`src/rtl/fpadd_pkg.sv`:
```
// FP32 field layout, the canonical quiet NaN and the operand classification
// shared by the streaming adder control logic.
package fpadd_pkg;

   localparam int unsigned FP32_W        = 32;
   localparam int unsigned FP32_SIGN_POS = 31;
   localparam int unsigned FP32_EXP_MSB  = 30;
   localparam int unsigned FP32_EXP_LSB  = 23;
   localparam int unsigned FP32_EXP_W    = 8;
   localparam int unsigned FP32_MAN_MSB  = 22;
   localparam int unsigned FP32_MAN_W    = 23;

   localparam logic [FP32_W-1:0] FP32_QNAN = 32'h7FC0_0000;

   typedef struct packed {
      logic                  sign;
      logic [FP32_EXP_W-1:0] exponent;
      logic [FP32_MAN_W-1:0] mantissa;
   } fp32_t;

   // Inf/NaN (all-ones exponent) and subnormals fall outside the adder's
   // domain; signed zero is an ordinary operand.
   function automatic logic fp32_is_exc(input fp32_t v);
      logic exp_max;
      logic subnormal;
      exp_max   = (v.exponent == '1);
      subnormal = (v.exponent == '0) && (v.mantissa != '0);
      return exp_max || subnormal;
   endfunction

endpackage

```
`src/rtl/fpadd_result_fifo.sv`:
```
// Result FIFO: synchronous write/pop, registered head entry, occupancy count,
// asynchronous active-high reset. The head register is preloaded with the
// entry that will be at the head after each edge, bypassing the write data
// when the FIFO is (or is about to become) empty.
module fpadd_result_fifo
   import fpadd_pkg::*;
#(
   parameter int unsigned DEPTH  = 8,
   parameter int unsigned DATA_W = FP32_W + 5
) (
   input  logic                    clk,
   input  logic                    reset,
   input  logic                    wr_en,
   input  logic [DATA_W-1:0]       wr_data,
   input  logic                    rd_en,
   output logic [DATA_W-1:0]       rd_data,
   output logic [$clog2(DEPTH):0]  count,
   output logic                    empty
);

   localparam int unsigned PTR_W = $clog2(DEPTH);
   localparam int unsigned CNT_W = PTR_W + 1;

   logic [DATA_W-1:0] mem [DEPTH];
   logic [PTR_W-1:0]  wr_ptr;
   logic [PTR_W-1:0]  rd_ptr;
   logic [PTR_W-1:0]  rd_next;
   logic [CNT_W-1:0]  count_q;
   logic [CNT_W-1:0]  remain;
   logic [CNT_W-1:0]  count_next;
   logic [DATA_W-1:0] head_q;
   logic [DATA_W-1:0] head_d;
   logic              do_rd;

   assign do_rd = rd_en & (count_q != '0);

   // Next read pointer, occupancy and head entry after this edge.
   always_comb begin
      rd_next    = rd_ptr + PTR_W'(do_rd);
      remain     = count_q - CNT_W'(do_rd);
      count_next = remain + CNT_W'(wr_en);
      head_d     = '0;
      if (remain == '0) begin
         head_d = wr_en ? wr_data : '0;
      end else begin
         head_d = mem[rd_next];
      end
   end

   // Storage array; no reset needed, the head register masks stale slots.
   always_ff @(posedge clk) begin
      if (wr_en) begin
         mem[wr_ptr] <= wr_data;
      end
   end

   // Pointers, count and head register.
   always_ff @(posedge clk or posedge reset) begin
      if (reset) begin
         wr_ptr  <= '0;
         rd_ptr  <= '0;
         count_q <= '0;
         head_q  <= '0;
      end else begin
         wr_ptr  <= wr_ptr + PTR_W'(wr_en);
         rd_ptr  <= rd_next;
         count_q <= count_next;
         head_q  <= head_d;
      end
   end

   assign rd_data = head_q;
   assign count   = count_q;
   assign empty   = (count_q == '0);

   wr_full_chk: assert property (@(posedge clk) disable iff (reset)
      !(wr_en && (count_q == CNT_W'(DEPTH))));

endmodule

```
`src/rtl/fpadd_stream_ctrl.sv`:
```
// Streaming control around the fixed-latency FP32 adder: valid/ready input,
// operand drive, in-flight tracking, result FIFO and credit-based admission.
// Optional operand classification is enabled by defining FPADD_EXC_CHECK_EN;
// when undefined, out_exc stays 0 and out_sum is the raw adder result.
module fpadd_stream_ctrl
   import fpadd_pkg::*;
#(
   parameter int unsigned LATENCY = 3,
   parameter int unsigned DEPTH   = 8,
   parameter int unsigned TAG_W   = 4
) (
   input  logic              clk,
   input  logic              reset,
   input  logic              in_valid,
   output logic              in_ready,
   input  logic [31:0]       in_a,
   input  logic [31:0]       in_b,
   input  logic [TAG_W-1:0]  in_tag,
   output logic [31:0]       add_a,
   output logic [31:0]       add_b,
   input  logic [31:0]       add_result,
   output logic              out_valid,
   input  logic              out_ready,
   output logic [31:0]       out_sum,
   output logic [TAG_W-1:0]  out_tag,
   output logic              out_exc,
   output logic              busy
);

   localparam int unsigned CNT_W = $clog2(DEPTH) + 1;
   localparam int unsigned DW    = FP32_W + TAG_W + 1;

   logic               fire;
   logic               pop;
   logic               rst_done;
   logic               exc_in;
   logic [LATENCY-1:0] vpipe;
   logic [LATENCY-1:0] exc_pipe;
   logic [TAG_W-1:0]   tag_pipe [LATENCY];
   logic [CNT_W-1:0]   inflight;
   logic [CNT_W-1:0]   fifo_count;
   logic [CNT_W:0]     credits_used;
   logic               fifo_empty;
   logic [DW-1:0]      wr_data;
   logic [DW-1:0]      head;

   assign fire  = in_valid & in_ready;
   assign add_a = fire ? in_a : '0;
   assign add_b = fire ? in_b : '0;

`ifdef FPADD_EXC_CHECK_EN
   assign exc_in = fp32_is_exc(fp32_t'(in_a)) | fp32_is_exc(fp32_t'(in_b));
`else
   assign exc_in = 1'b0;
`endif

   // Holds in_ready low while reset is asserted, releasing on the first edge after.
   always_ff @(posedge clk or posedge reset) begin
      if (reset) begin
         rst_done <= 1'b0;
      end else begin
         rst_done <= 1'b1;
      end
   end

   // Tracking pipe: valid, tag and exception bit shadow the adder pipeline.
   always_ff @(posedge clk or posedge reset) begin
      if (reset) begin
         vpipe    <= '0;
         exc_pipe <= '0;
         for (int unsigned i = 0; i < LATENCY; i++) begin
            tag_pipe[i] <= '0;
         end
      end else begin
         vpipe[0]    <= fire;
         exc_pipe[0] <= exc_in;
         tag_pipe[0] <= in_tag;
         for (int unsigned i = 1; i < LATENCY; i++) begin
            vpipe[i]    <= vpipe[i-1];
            exc_pipe[i] <= exc_pipe[i-1];
            tag_pipe[i] <= tag_pipe[i-1];
         end
      end
   end

   // Number of pairs currently inside the adder pipeline.
   always_comb begin
      inflight = '0;
      for (int unsigned i = 0; i < LATENCY; i++) begin
         inflight = inflight + CNT_W'(vpipe[i]);
      end
   end

   // Each accepted pair holds a FIFO slot from accept until it is popped;
   // only registered state feeds the admission decision.
   assign credits_used = {1'b0, fifo_count} + {1'b0, inflight};
   assign in_ready     = rst_done && (credits_used < (CNT_W+1)'(DEPTH));

   assign wr_data = {exc_pipe[LATENCY-1], tag_pipe[LATENCY-1], add_result};
   assign pop     = out_valid & out_ready;

   fpadd_result_fifo #(
      .DEPTH  (DEPTH),
      .DATA_W (DW)
   ) u_fifo (
      .clk     (clk),
      .reset   (reset),
      .wr_en   (vpipe[LATENCY-1]),
      .wr_data (wr_data),
      .rd_en   (pop),
      .rd_data (head),
      .count   (fifo_count),
      .empty   (fifo_empty)
   );

   assign out_valid = ~fifo_empty;
   assign out_tag   = head[FP32_W +: TAG_W];
   assign out_exc   = head[DW-1];
   assign busy      = (|vpipe) | (fifo_count != '0);

   // Result word: replaced by the quiet NaN when an operand was out of domain.
   always_comb begin
`ifdef FPADD_EXC_CHECK_EN
      out_sum = head[DW-1] ? FP32_QNAN : head[FP32_W-1:0];
`else
      out_sum = head[FP32_W-1:0];
`endif
   end

endmodule

```
`config.mk`:
```
export PLATFORM = sky130hd
export DESIGN_NAME = fpadd_stream_ctrl
export DESIGN_NICKNAME = d
export VERILOG_FILES = /design/src/rtl/fpadd_pkg.sv /design/src/rtl/fpadd_result_fifo.sv /design/src/rtl/fpadd_stream_ctrl.sv
export SDC_FILE = /design/constraint.sdc
export NUM_CORES = 1
export LEC_CHECK = 0
export CAP_MARGIN = 20
export CORE_MARGIN = 2
export CORE_UTILIZATION = 40
export DETAILED_ROUTE_END_ITERATION = 12
export HOLD_SLACK_MARGIN = 0.06
export MAX_ROUTING_LAYER = met4
export PLACE_DENSITY = 0.76
export SKIP_CTS_REPAIR_TIMING = 1
export SLEW_MARGIN = 20
export SYNTH_ARGS = -nofsm -noshare
export SYNTH_HDL_FRONTEND = slang
export SYNTH_SLANG_ARGS = --single-unit
```
`constraint.sdc`:
```
create_clock -name clk -period 3.44 [get_ports clk]
set_input_delay 0.688 -clock clk [delete_from_list [all_inputs] [get_ports clk]]
set_output_delay 0.688 -clock clk [all_outputs]
set_load 0.01 [all_outputs]
```
# Word level (Yosys, flattened, before mapping)
# Memory sizes are Yosys's and may differ from the RTL's.
# Cells that the tools add are included.
dict set report word_totals {
  ramBits 288
  ff_bits 63
  mem_count 1
}
# memory words word_bits rd rd_clocked_by_memory_dff wr line_no
set memory_table {}
lappend memory_table {u_fifo.mem 8 36 1 0 1 fpadd_result_fifo.sv:24} ;# logic [DATA_W-1:0] mem [DEPTH];
dict set report classes {
  reduce_logical 5
  magnitude_cmp 1
  mux 6
  n_bitwise 5
  add_sub_neg 7
}
# cell n
set ops {}
lappend ops {{$mux 32} 2}
lappend ops {{$mux 37} 1}
lappend ops {{$mux 36} 1}
lappend ops {{$logic_not 4->1} 2}
lappend ops {{$add 3x1->3} 2}
lappend ops {{$add 4x3->5} 1}
lappend ops {{$lt 5x4->1 const B} 1}
lappend ops {{$add 4x1->4} 1}
lappend ops {{$reduce_bool 4->1} 1}
lappend ops {{$sub 4x1->4} 1}
lappend ops {{$add 2x1->3} 1}
lappend ops {{$and 1x1->1} 3}
lappend ops {{$reduce_or 3->1} 1}
lappend ops {{$add 1x1->2} 1}
lappend ops {{$mux 1} 2}
lappend ops {{$logic_and 1x1->1} 1}
lappend ops {{$not 1->1} 1}
lappend ops {{$or 1x1->1} 1}

# Logic depth before layout (Yosys ltp)
dict set report depth {
  depth_word 7
  depth_mapped 11
  depth_no_buf 9
}

# By module
# Synthesis repeated with hierarchy kept, for this count alone.
dict set report hier_totals {
  cells_unflattened 868
  area_unflattened_um2 15009.4
}
# mod cells_each instances seq_area_each_um2 area_each_um2
set by_module_without_submodules {}
lappend by_module_without_submodules {fpadd_result_fifo 677 1 10064.7 13264.0}
lappend by_module_without_submodules {fpadd_stream_ctrl 191 1 400.4 1745.4}

# Least setup slack after synthesis
# OpenSTA, ideal clock, no wires.
dict set report synth_path {
  kind {reg2reg}
  from {register vpipe[2]}
  to {memory u_fifo.mem[4][0] (netlist bit) (enable)}
  required_ns 2.966
  period_less_slack_ns 3.778
  stages_incl_launch_ff 4
  slack_ns -0.338
  setup_ns 0.474
  t_arrival_ns 3.304
  cell_sequence {dfrtp_1 -> clkbuf_1 -> nand2_1 -> nor3_1}
}
dict set report synth_via {
  elab_chain_len 2
}
# element line_no
set synth_rtl {}
lappend synth_rtl {{from (decl)} fpadd_stream_ctrl.sv:37} ;# logic [LATENCY-1:0] vpipe;
lappend synth_rtl {{from (signal, indexed assignment)} fpadd_stream_ctrl.sv:79} ;# vpipe[i] <= vpipe[i-1];
lappend synth_rtl {{$mux 1} fpadd_result_fifo.sv:52} ;# if (wr_en) begin
lappend synth_rtl {{$mux 1 (not written as such)} fpadd_result_fifo.sv:53} ;# mem[wr_ptr] <= wr_data;
lappend synth_rtl {{to (decl)} fpadd_result_fifo.sv:24}
# Every way passes these cells.

# Worst setup path in the final report
dict set report layout_path {
  from {register vpipe[0]}
  to {output port add_a[26]}
}
dict set report layout_via {
  elab_chain_len 7
}
# element line_no
set layout_rtl {}
lappend layout_rtl {{from (signal assigned)} fpadd_stream_ctrl.sv:75} ;# vpipe[0] <= fire;
lappend layout_rtl {{from (signal, indexed assignment)} fpadd_stream_ctrl.sv:79}
lappend layout_rtl {{$add 1x1->2} fpadd_stream_ctrl.sv:90} ;# inflight = inflight + CNT_W'(vpipe[i]);
lappend layout_rtl {{$add 2x1->3} fpadd_stream_ctrl.sv:90}
lappend layout_rtl {{$add 4x3->5} fpadd_stream_ctrl.sv:96} ;# assign credits_used = {1'b0, fifo_count} + {1'b0, inflight};
lappend layout_rtl {{$lt 5x4->1} fpadd_stream_ctrl.sv:97} ;# assign in_ready = rst_done && (credits_used < (CNT_W+1)'(DEPTH));
lappend layout_rtl {{$logic_and 1x1->1} fpadd_stream_ctrl.sv:97}
lappend layout_rtl {{$and 1x1->1} fpadd_stream_ctrl.sv:47} ;# assign fire = in_valid & in_ready;
lappend layout_rtl {{$mux 32} fpadd_stream_ctrl.sv:48} ;# assign add_a = fire ? in_a : '0;
lappend layout_rtl {{to (decl)} fpadd_stream_ctrl.sv:19} ;# output logic [31:0] add_a,
# Every way passes these cells.

==> results.tsv <==
stage	metric	value	unit
global_route	antenna_found_initial	2	
clock_network	htreeDepth	2	
clock_network	clkSlewWorstSetupHoldPaths	0.06	ns
setup_path	end_kind	primary output	
hold_path	hold_class	reg2reg	
global_route	grt_max_degree	67	
setup_path	required	2.75	ns
place	dp.cells	1418	
yosys	yosys-top-cells-count	edfxtp_1, nand2_1, mux4_2	
floorplanning	fp.dieH	190.5	um
yosys	syn_nets	884	
floorplanning	ioPinCount	208	
timing	clock_skew	0.01212	ns
detailed_routing	dr.pass1.iters	6	
final_layout	fin_cells	1491	
setup_path	cp.arrival	2.72	ns
yosys	syn_area_per_cell	18.10	um2
timing	hold_viol	0	
power_and_ir_drop	finalPower	15.02	mW
yosys	yosys_warnings	0	
setup_path	path_class	reg2out	
global_route	grtUsageTotal	0.1756	
timing	min_period	3.405	ns
yosys	post-synth-top-count-cell	edfxtp_1	
timing	setup_viol	0	
detailed_routing	via_count	7679	
yosys	ys_ff_latch	350	
place	routabilityCongestion	0.7233	
clock_network	root_buffer	clkbuf_16	
timing	finalMaxSlewViolations	0	
timing	layout_setup_ws	0.03535	ns
detailed_routing	viasPerCell	5.150	
floorplanning	initial_core_util	0.4049	
timing	max_slew.worst_pin.slew	0.6425	ns
clock_network	clk_path_buf_depth	3	
yosys	synthesis.area	0.01392	mm2
outcome	status	finished clean	
floorplanning	dieArea	0.03630	mm2
yosys	synth_top_area_frac	0.6214	
power_and_ir_drop	p_per_area	823.2	mW/mm2
clock_network	cts_sinks	350	
setup_path	cp_max_fo	17	
floorplanning	coreArea	0.03437	mm2
timing	fin_crit_sh	0.9897	
floorplanning	placementRows	68	
yosys	yosysTopAreaCell	edfxtp_1	
place	dp_slack	0.2227	ns
place	io_buffer_count	206	
final_layout	drive_above_1_share	0.1760	
yosys	synth_area_leaders	edfxtp_1, mux4_2, dfrtp_1, nand2_1, and3_1	
global_route	grt_first_pass_wirelength	46590	um
floorplanning	die_w	190.5	um
detailed_routing	routed_wirelength	31890	um
yosys	syn_inst	769	
final_layout	nNetsFinal	1121	
clock_network	cts_tree	done	
power_and_ir_drop	leakage	7.466	nW
timing	max_freq	293.7	MHz
power_and_ir_drop	ir_drop	0.5988	mV
detailed_routing	drcViolationCount	0	
yosys	synth_ff_type	edfxtp_1	
detailed_routing	drtAntennaViolNets	0	
yosys	ys_types	33	
global_route	overflow	0	
global_route	grt_pass1_vias	7822	
detailed_routing	drt-wirelength-per-cell	21.39	um
final_layout	fin_util	0.5309	
place	hpwlAfterDp	18880	um
clock_network	insertion_delay	0.51	ns
yosys	synthArstFlopShare	0.1771	
yosys	synth-edff-count	288	
detailed_routing	drtIter0Drc	779	
final_layout	area_growth	31.13	%
clock_network	cts_buffers	37	
setup_path	start_kind	flip-flop	
yosys	yosysSeqAreaShare	0.7329	
job	maxCapViolCount	0	
timing	relSlewSlack	0.5717	
-- state kept, by name, indices dropped and copies added (netlist names) --
signal and flops:
u_fifo.mem 288, u_fifo.rd_ptr 3, rst_done 1, u_fifo.wr_ptr 3, tag_pipe 12, vpipe 3
u_fifo.rd_data 36, u_fifo.count 4
-- power breakdown --
part / internal [mW] / switching [mW]
Combinational: 2.98 / 2.74
Clock: 2.41 / 1.56
Sequential: 5.13 / 0.203
Total: 10.5 / 4.50
-- cell families after synthesis --
| family | synth area share |
|---|---|
| other cells | 0.0005396 |
| buf+inv | 0.02553 |
| simple gates | 0.08379 |
| flops | 0.7329 |
| fa+ha+maj | 0.01043 |
| xor+xnor | 0.003776 |
| compound gates | 0.0009887 |
| mux | 0.1420 |
-- layer usage --
metal  GRT usage  routed length [um]  share of wire
met1      0.2363               13440           0.42
met2      0.2803               16050           0.50
met3     0.02668                1680          0.053
met4     0.04979                 716          0.022
met5           -                   0              0
-- critical path, cell delays in order, from the launching register on --
cell and delay, ns:
dfrtp_1 0.41, fa_1 0.43, ha_1 0.28, a31o_2 0.26
a21oi_4 0.15, buf_12 0.14, clkbuf_16 0.17, and3_1 0.18
dlymetal6s2s_1 0.18
-- worst paths after layout --
check / slack (ns) / cells past startpoint / start / end
setup / recovery: 0.04 / 8 / vpipe[0] / add_a[26]
hold / removal: 0.35 / 0 / tag_pipe[9] / tag_pipe[5]
setup reg to reg: 0.45 / 10 / u_fifo.count[2] / u_fifo.rd_data[24]
hold reg to reg: 0.35 / 0 / tag_pipe[9] / tag_pipe[5]
max in group asynchronous: 2.34 / 3 / reset / u_fifo.rd_data[17]
min in group asynchronous: 0.43 / 2 / reset / u_fifo.rd_data[31]
-- layout by cell type, fill, tap and decap left out, drive strengths merged, types with 2 or more instances in the layout --
| cell type | n |
|---|---|
| and2 | 36 |
| edfxtp | 288 |
| buf | 37 |
| clkbuf | 57 |
| mux2i | 40 |
| nor2 | 6 |
| and3 | 64 |
| diode | 2 |
| dfrtp | 62 |
| xnor2 | 5 |
| bufinv | 4 |
| clkdlybuf4s50 | 141 |
| dlymetal6s2s | 63 |
| nand3 | 4 |
| nor3b | 2 |
| ha | 10 |
| clkinv | 8 |
| nor3 | 2 |
| inv | 12 |
| mux4 | 70 |
| nand2b | 4 |
| conb | 2 |
| nand2 | 108 |
-- layout make-up --
cell class              instances  area, um2
well taps                     455      569.3
diodes                          2      5.005
clock buffers                  53       1036
inverters                      10      38.79
fillers                      2697      16120
repair buffers                245       2741
multi-input cells             362       3473
clock inverters                14      183.9
flip-flops and latches        350      10200
-- through the flow --
step,hold WS (ns),setup TNS [ns],instance area [um2]
global route,0.3572,-0.4881,18250
CTS,0.3516,-19.04,18010
floorplan,0.3312,0,13930
finish,0.3509,0,18250
global placement,0.3324,0,16790
detailed placement,0.3379,0,16790
Note: power is estimated with default switching activity, not from simulation.
